==> config.mk <==
export PLATFORM = sky130hd
export DESIGN_NAME = cpu_front_panel
export DESIGN_NICKNAME = d
export VERILOG_FILES = /design/src/rtl/cpu_pkg.sv /design/src/rtl/btn_debounce.sv /design/src/rtl/cpu_front_panel.sv
export SDC_FILE = /design/constraint.sdc
export NUM_CORES = 1
export LEC_CHECK = 0
export CORE_UTILIZATION = 50
export CTS_CLUSTER_SIZE = 25
export DETAILED_ROUTE_END_ITERATION = 10
export PLACE_DENSITY = 0.66
export SETUP_SLACK_MARGIN = 0.02
export SLEW_MARGIN = 20
export SYNTH_ARGS = -nofsm -noshare
export SYNTH_HDL_FRONTEND = slang
export SYNTH_SLANG_ARGS = --single-unit
==> constraint.sdc <==
create_clock -name clock -period 5.01 [get_ports clock]
set_clock_uncertainty 0.15 [all_clocks]
set_input_delay 0.7515 -clock clock [delete_from_list [all_inputs] [get_ports clock]]
set_output_delay 0.7515 -clock clock [all_outputs]
set_load 0.005 [all_outputs]
==> src/rtl/cpu_pkg.sv <==
// Shared CPU board constants: front-panel mode encodings, also used by the
// LED and seven-segment display logic.
package cpu_pkg;

    typedef enum logic [1:0] {
        MODE_IDLE = 2'd0,
        MODE_RUN  = 2'd1,
        MODE_STEP = 2'd2,
        MODE_HALT = 2'd3
    } mode_t;

endpackage

==> src/rtl/btn_debounce.sv <==
// One push-button path: polarity normalize, 2-flop synchronizer, counting
// debouncer and a single-cycle press pulse on the debounced rising edge.
module btn_debounce #(
    parameter int DEBOUNCE_CYCLES = 16,
    parameter bit BTN_ACTIVE_LOW  = 1'b1
) (
    input  logic clock,
    input  logic reset,
    input  logic btn,
    output logic press
);

    localparam int CW = $clog2(DEBOUNCE_CYCLES + 1);

    logic          btn_n;
    logic          sync1;
    logic          sync2;
    logic          level;
    logic          armed;
    logic [1:0]    primed;
    logic [CW-1:0] cnt;

    assign btn_n = BTN_ACTIVE_LOW ? ~btn : btn;

    // A button already held when reset releases must not count as a press:
    // pulses are only enabled once a genuine released level has been seen
    // through the primed synchronizer.
    // NOTE: non-blocking assignments keep every flop sampling pre-edge values,
    // which is what makes sync1 -> sync2 a real two-stage synchronizer.
    always_ff @(posedge clock or negedge reset) begin
        if (!reset) begin
            sync1  <= 1'b0;
            sync2  <= 1'b0;
            level  <= 1'b0;
            armed  <= 1'b0;
            primed <= 2'b00;
            cnt    <= '0;
            press  <= 1'b0;
        end else begin
            sync1  <= btn_n;
            sync2  <= sync1;
            primed <= {primed[0], 1'b1};
            press  <= 1'b0;
            if (primed[1] && !sync2 && !level) begin
                armed <= 1'b1;
            end
            if (sync2 != level) begin
                if (cnt == CW'(DEBOUNCE_CYCLES - 1)) begin
                    level <= sync2;
                    cnt   <= '0;
                    press <= sync2 & armed;
                end else begin
                    cnt <= cnt + 1'b1;
                end
            end else begin
                cnt <= '0;
            end
        end
    end

endmodule

==> src/rtl/cpu_front_panel.sv <==
// Run/step/stop front panel for the cpu top level: debounced buttons feed a
// 4-state Moore machine whose registered state drives run, stop and mode.
module cpu_front_panel
    import cpu_pkg::*;
#(
    parameter int DEBOUNCE_CYCLES = 16,
    parameter int STEP_CYCLES     = 8,
    parameter bit BTN_ACTIVE_LOW  = 1'b1
) (
    input  logic       clock,
    input  logic       reset,
    input  logic       run_btn,
    input  logic       stop_btn,
    input  logic       step_btn,
    input  logic       halt_in,
    output logic       run,
    output logic       stop,
    output logic [1:0] mode
);

    localparam int SW = $clog2(STEP_CYCLES + 1);

    logic          run_p;
    logic          stop_p;
    logic          step_p;
    mode_t         state;
    mode_t         next_state;
    logic [SW-1:0] step_cnt;
    logic          step_done;

    btn_debounce #(
        .DEBOUNCE_CYCLES(DEBOUNCE_CYCLES),
        .BTN_ACTIVE_LOW (BTN_ACTIVE_LOW)
    ) u_run_btn (
        .clock(clock),
        .reset(reset),
        .btn  (run_btn),
        .press(run_p)
    );

    btn_debounce #(
        .DEBOUNCE_CYCLES(DEBOUNCE_CYCLES),
        .BTN_ACTIVE_LOW (BTN_ACTIVE_LOW)
    ) u_stop_btn (
        .clock(clock),
        .reset(reset),
        .btn  (stop_btn),
        .press(stop_p)
    );

    btn_debounce #(
        .DEBOUNCE_CYCLES(DEBOUNCE_CYCLES),
        .BTN_ACTIVE_LOW (BTN_ACTIVE_LOW)
    ) u_step_btn (
        .clock(clock),
        .reset(reset),
        .btn  (step_btn),
        .press(step_p)
    );

    // The last STEP cycle is the one holding count 1, giving STEP_CYCLES
    // cycles of run per step.
    assign step_done = (step_cnt == SW'(1));

    always_ff @(posedge clock or negedge reset) begin
        if (!reset) begin
            state    <= MODE_IDLE;
            step_cnt <= '0;
        end else begin
            state <= next_state;
            if (next_state == MODE_STEP && state != MODE_STEP) begin
                step_cnt <= SW'(STEP_CYCLES);
            end else if (state == MODE_STEP && step_cnt != '0) begin
                step_cnt <= step_cnt - 1'b1;
            end
        end
    end

    // NOTE: next_state is defaulted before the case so every path assigns it
    // and no latch is inferred.
    always_comb begin
        next_state = state;
        unique case (state)
            MODE_IDLE: begin
                if (stop_p)      next_state = MODE_HALT;
                else if (step_p) next_state = MODE_STEP;
                else if (run_p)  next_state = MODE_RUN;
            end
            MODE_RUN: begin
                if (stop_p || halt_in) next_state = MODE_HALT;
            end
            MODE_STEP: begin
                if (stop_p || halt_in || step_done) next_state = MODE_HALT;
            end
            MODE_HALT: begin
                if (step_p)     next_state = MODE_STEP;
                else if (run_p) next_state = MODE_RUN;
            end
            default: next_state = MODE_IDLE;
        endcase
    end

    assign run  = (state == MODE_RUN) || (state == MODE_STEP);
    assign stop = (state == MODE_HALT);
    assign mode = state;

endmodule

==> report_table.html <==
<table>
<tr><th>Metric</th><th>Value</th></tr>
<tr><th colspan="2">CTS</th></tr>
<tr><td>CTS Hold Buffers Added</td><td>0</td></tr>
<tr><td>Setup Fix Bufs, Post-CTS</td><td>0</td></tr>
<tr><td>Max H-tree Level</td><td>2</td></tr>
<tr><td>Longest Clk Path Bufs</td><td>2</td></tr>
<tr><td>Insertion delay to the later sink of the worst-skew pair</td><td>0.34 ns</td></tr>
<tr><td>Clock sink count</td><td>38</td></tr>
<tr><td>Clock tree root buffer cell</td><td>clkbuf_4</td></tr>
<tr><td>Post-CTS resize count</td><td>0</td></tr>
<tr><td>TritonCTS clock tree</td><td>yes</td></tr>
<tr><td>Clk pin slew, worst setup/hold paths</td><td>0.12 ns</td></tr>
<tr><td>Number of CTS-inserted buffers</td><td>5</td></tr>
<tr><th colspan="2">Logic synthesis</th></tr>
<tr><td>Syn_nets</td><td>~160</td></tr>
<tr><td>Gate Count Post-Synth</td><td>139</td></tr>
<tr><td>Number of distinct library cells after synthesis</td><td>31</td></tr>
<tr><td>Library cell with the largest summed area after synthesis</td><td>dfrtp_1</td></tr>
<tr><td>Yosys warnings</td><td>0</td></tr>
<tr><td>Synth top area share</td><td>between 50% and 60%</td></tr>
<tr><td>Flops &amp; latches, synth</td><td>38</td></tr>
<tr><td>Summed instance area of the synthesized netlist</td><td>between 1500 and 2000 sq um</td></tr>
<tr><td>Biggest area contributors in the synthesized netlist</td><td>dfrtp_1 (58%), ha_1 (7.6%), xor2_1 (4.8%)</td></tr>
<tr><td>Part of the Yosys area used for sequential elements</td><td>58.0%</td></tr>
<tr><td>Avg Inst Size Synth</td><td>11.8 sq um</td></tr>
<tr><th colspan="2">Critical path</th></tr>
<tr><td>Worst flop-to-flop path endpoint</td><td>step_cnt[3]</td></tr>
<tr><td>Critical path fanouts, max</td><td>6</td></tr>
<tr><td>Critical path endpoint category</td><td>output pin</td></tr>
<tr><td>R2r startpoint</td><td>mode[0]</td></tr>
<tr><td>Setup slack of the worst register-to-register path</td><td>approximately 3 ns</td></tr>
<tr><td>Worst r2r path cells</td><td>6</td></tr>
<tr><td>Kind of critical path</td><td>reg -&gt; out</td></tr>
<tr><td>Required time of the critical path</td><td>4.11 ns</td></tr>
<tr><td>Critical path arrival</td><td>1.67 ns</td></tr>
<tr><td>Critical Path Start Type</td><td>flip-flop</td></tr>
<tr><th colspan="2">Timing</th></tr>
<tr><td>Share of the clock period used by the worst path</td><td>51.3%</td></tr>
<tr><td>Timing-limited maximum frequency</td><td>0.389 GHz</td></tr>
<tr><td>Final setup violation count</td><td>0</td></tr>
<tr><td>Total count of max-transition violations in the final report</td><td>0</td></tr>
<tr><td>Total count of hold-check failures in the final report</td><td>0</td></tr>
<tr><td>Worst Max-Slew Pin Slew</td><td>0.812 ns</td></tr>
<tr><td>Shortest period the worst path allows</td><td>2.57 ns</td></tr>
<tr><td>Total Negative Setup Slacks</td><td>0 ns</td></tr>
<tr><td>Tightest slew margin relative to the limit</td><td>between 40% and 50%</td></tr>
<tr><td>RSZ-0062 raised after global routing</td><td>no</td></tr>
<tr><th colspan="2">Drt</th></tr>
<tr><td>Detailed router's first-iteration violation count</td><td>56</td></tr>
<tr><td>Antenna-violating nets left</td><td>0</td></tr>
<tr><td>Router iterations before antenna repair</td><td>5</td></tr>
<tr><td>Overall routed net length</td><td>2.54 mm</td></tr>
<tr><td>DR vias</td><td>slightly above 1,000</td></tr>
<tr><td>Per-cell via count in the routed design</td><td>about 5.1</td></tr>
<tr><td>Average wire per cell in the routed design</td><td>approximately 13 um</td></tr>
<tr><td>Number of remaining DRC errors</td><td>0</td></tr>
<tr><th colspan="2">Floorplanning</th></tr>
<tr><td>Number of rows created at floorplan</td><td>20</td></tr>
<tr><td>Die Width</td><td>approximately 59 um</td></tr>
<tr><td>Effective utilization at floorplan</td><td>a little over half</td></tr>
<tr><td>Count of pins on the block boundary</td><td>10</td></tr>
<tr><td>Die Area</td><td>3510 sq um</td></tr>
<tr><td>Core area</td><td>approximately 3100 sq um</td></tr>
<tr><td>Die boundary height</td><td>59.3 um</td></tr>
<tr><th colspan="2">Global routing</th></tr>
<tr><td>Aggregate global-route resource usage</td><td>between 10% and 20%</td></tr>
<tr><td>Antenna violations before repair</td><td>0</td></tr>
<tr><td>Wire length of the first global-routing pass</td><td>about 4.7 mm</td></tr>
<tr><td>Final global-route overflow total</td><td>0</td></tr>
<tr><td>Maximum number of pins on one net before global-route repair</td><td>39</td></tr>
<tr><td>Via count of the first global-routing pass</td><td>1,124</td></tr>
<tr><th colspan="2">Cells and area</th></tr>
<tr><td>Final core occ</td><td>61.3%</td></tr>
<tr><td>Number of filler cells placed in the layout</td><td>261</td></tr>
<tr><td>Area of the multi-input gates</td><td>647 sq um</td></tr>
<tr><td>Ant diodes</td><td>0</td></tr>
<tr><td>Layout cell share with drive strength beyond 1</td><td>under 10%</td></tr>
<tr><td>Register Area</td><td>951 sq um</td></tr>
<tr><td>Area grow syn2layout</td><td>15.0%</td></tr>
<tr><td>Final-stage net count</td><td>171</td></tr>
<tr><th colspan="2">Power and ir drop</th></tr>
<tr><td>Max VDD drop</td><td>0.214 mV</td></tr>
<tr><td>Power density over cell area</td><td>487 nW/um^2</td></tr>
<tr><td>Leak pwr</td><td>0.926 nW</td></tr>
<tr><th colspan="2">Min path</th></tr>
<tr><td>Hold crit path type</td><td>reg -&gt; reg</td></tr>
<tr><td>Startpoint of the tightest hold check path</td><td>u_step_btn.primed[0]</td></tr>
<tr><td>Number of cells traversed by the worst hold path</td><td>0</td></tr>
<tr><td>Worst hold path endpoint</td><td>u_run_btn.primed[1]</td></tr>
<tr><th colspan="2">Flow run</th></tr>
<tr><td>Max-cap check violation count</td><td>0</td></tr>
<tr><th colspan="2">Place</th></tr>
<tr><td>Placer's final routability congestion estimate</td><td>around 0.84</td></tr>
<tr><td>HPWL after DPL</td><td>1.84 mm</td></tr>
<tr><td># port buffers</td><td>9</td></tr>
<tr><th colspan="2">Status</th></tr>
<tr><td>Result of the run</td><td>finished clean</td></tr>
</table>
## cell type report
type	instances	share of cell area, %
clock buffers	5	1.99
clock inverters	3	3.65
inverters	11	2.19
multi-input cells	90	34.3
flip-flops and latches	38	50.4
well taps	44	2.92
repair buffers	9	4.51
## where the power goes
group,switching (W),internal (W)
sequential,0.0000305,0.000339
combinational,0.000143,0.000148
clock,0.000101,0.000156
## metrics by stage
stage	setup slack, ns	hold WS (ns)	power [W]	area (sq um)	instances
floorplan	3.07	0.181	0.000568	1640	139
global placement	2.62	0.181	0.000650	1780	192
detailed placement	2.59	0.186	0.000667	1780	192
CTS	2.42	0.212	0.000926	1890	200
global route	2.29	0.214	0.000983	1890	200
finish	2.44	0.206	0.000917	1890	200
## cells in the final DEF (no fill, tap or decap), types with 2 or more instances in the layout
master,instances
nand3_1,6
a21oi_1,3
and3_1,3
o21ai_0,7
clkdlybuf4s50_1,8
mux2_2,3
bufinv_16,2
clkbuf_4,5
a211oi_1,2
xor2_1,9
nor4_1,3
and2_1,4
dfrtp_1,38
a21o_1,3
inv_1,11
nor2_1,17
nand2_1,4
ha_1,10
## worst max path at each step
stage	to	startpoint	depth (start not counted)	slack (ns)
floorplan	step_cnt[3]	halt_in	4	3.07
CTS	run	mode[0]	3	2.42
global route	run	mode[0]	3	2.29
global placement	step_cnt[3]	halt_in	5	2.62
detailed placement	step_cnt[3]	halt_in	5	2.59
finish	run	mode[0]	3	2.44
## layer usage
| layer | GRT usage (%) | share of wire, % |
|---|---|---|
| met1 | 19.7 | 43 |
| met2 | 32.9 | 51 |
| met3 | 6.77 | 4.2 |
| met4 | 8.50 | 1.4 |
| met5 | 0 | 0 |
## cell families after synthesis
family          Yosys count  share of synthesized area, %
compound gates           21                          10.5
xor+xnor                 10                          5.34
fa+ha+maj                10                          7.63
buf+inv                  11                          2.52
flops                    38                          58.0
mux                       3                          2.06
other cells               1                         0.229
simple gates             45                          13.7
## sequential cells by signal, summed over array words and instances, names as in the netlist, 2 cells and up
register and count:
u_step_btn.cnt 5, u_run_btn.cnt 5, mode 2, step_cnt 4
u_stop_btn.cnt 5
## worst max-delay path, cell delays in order, from the launching register on
cell and delay (ns):
dfrtp_1 0.46, inv_1 0.09, ha_1 0.29, clkdlybuf4s50_1 0.49
## synthesized netlist by cell type
cell and count:
a2111oi_0 1, a211oi_1 2, a21o_1 3, a21oi_1 3, and2_1 4, and3_1 3
conb_1 1, dfrtp_1 38, ha_1 10, inv_1 11, mux2_2 3, nand2_1 4
nand2b_1 1, nand3_1 6, nand3b_1 1, nor2_1 17, nor2b_1 1, nor3_1 1
nor3b_1 1, nor4_1 3, o21ai_0 7, o21ba_1 1, o22a_1 1, o2bb2a_4 1
o31a_1 1, o32ai_4 1, or2_1 1, or3_1 1, or3b_1 1, xnor2_1 1
xor2_1 9
No activity file was read; power rests on OpenSTA's default activity.
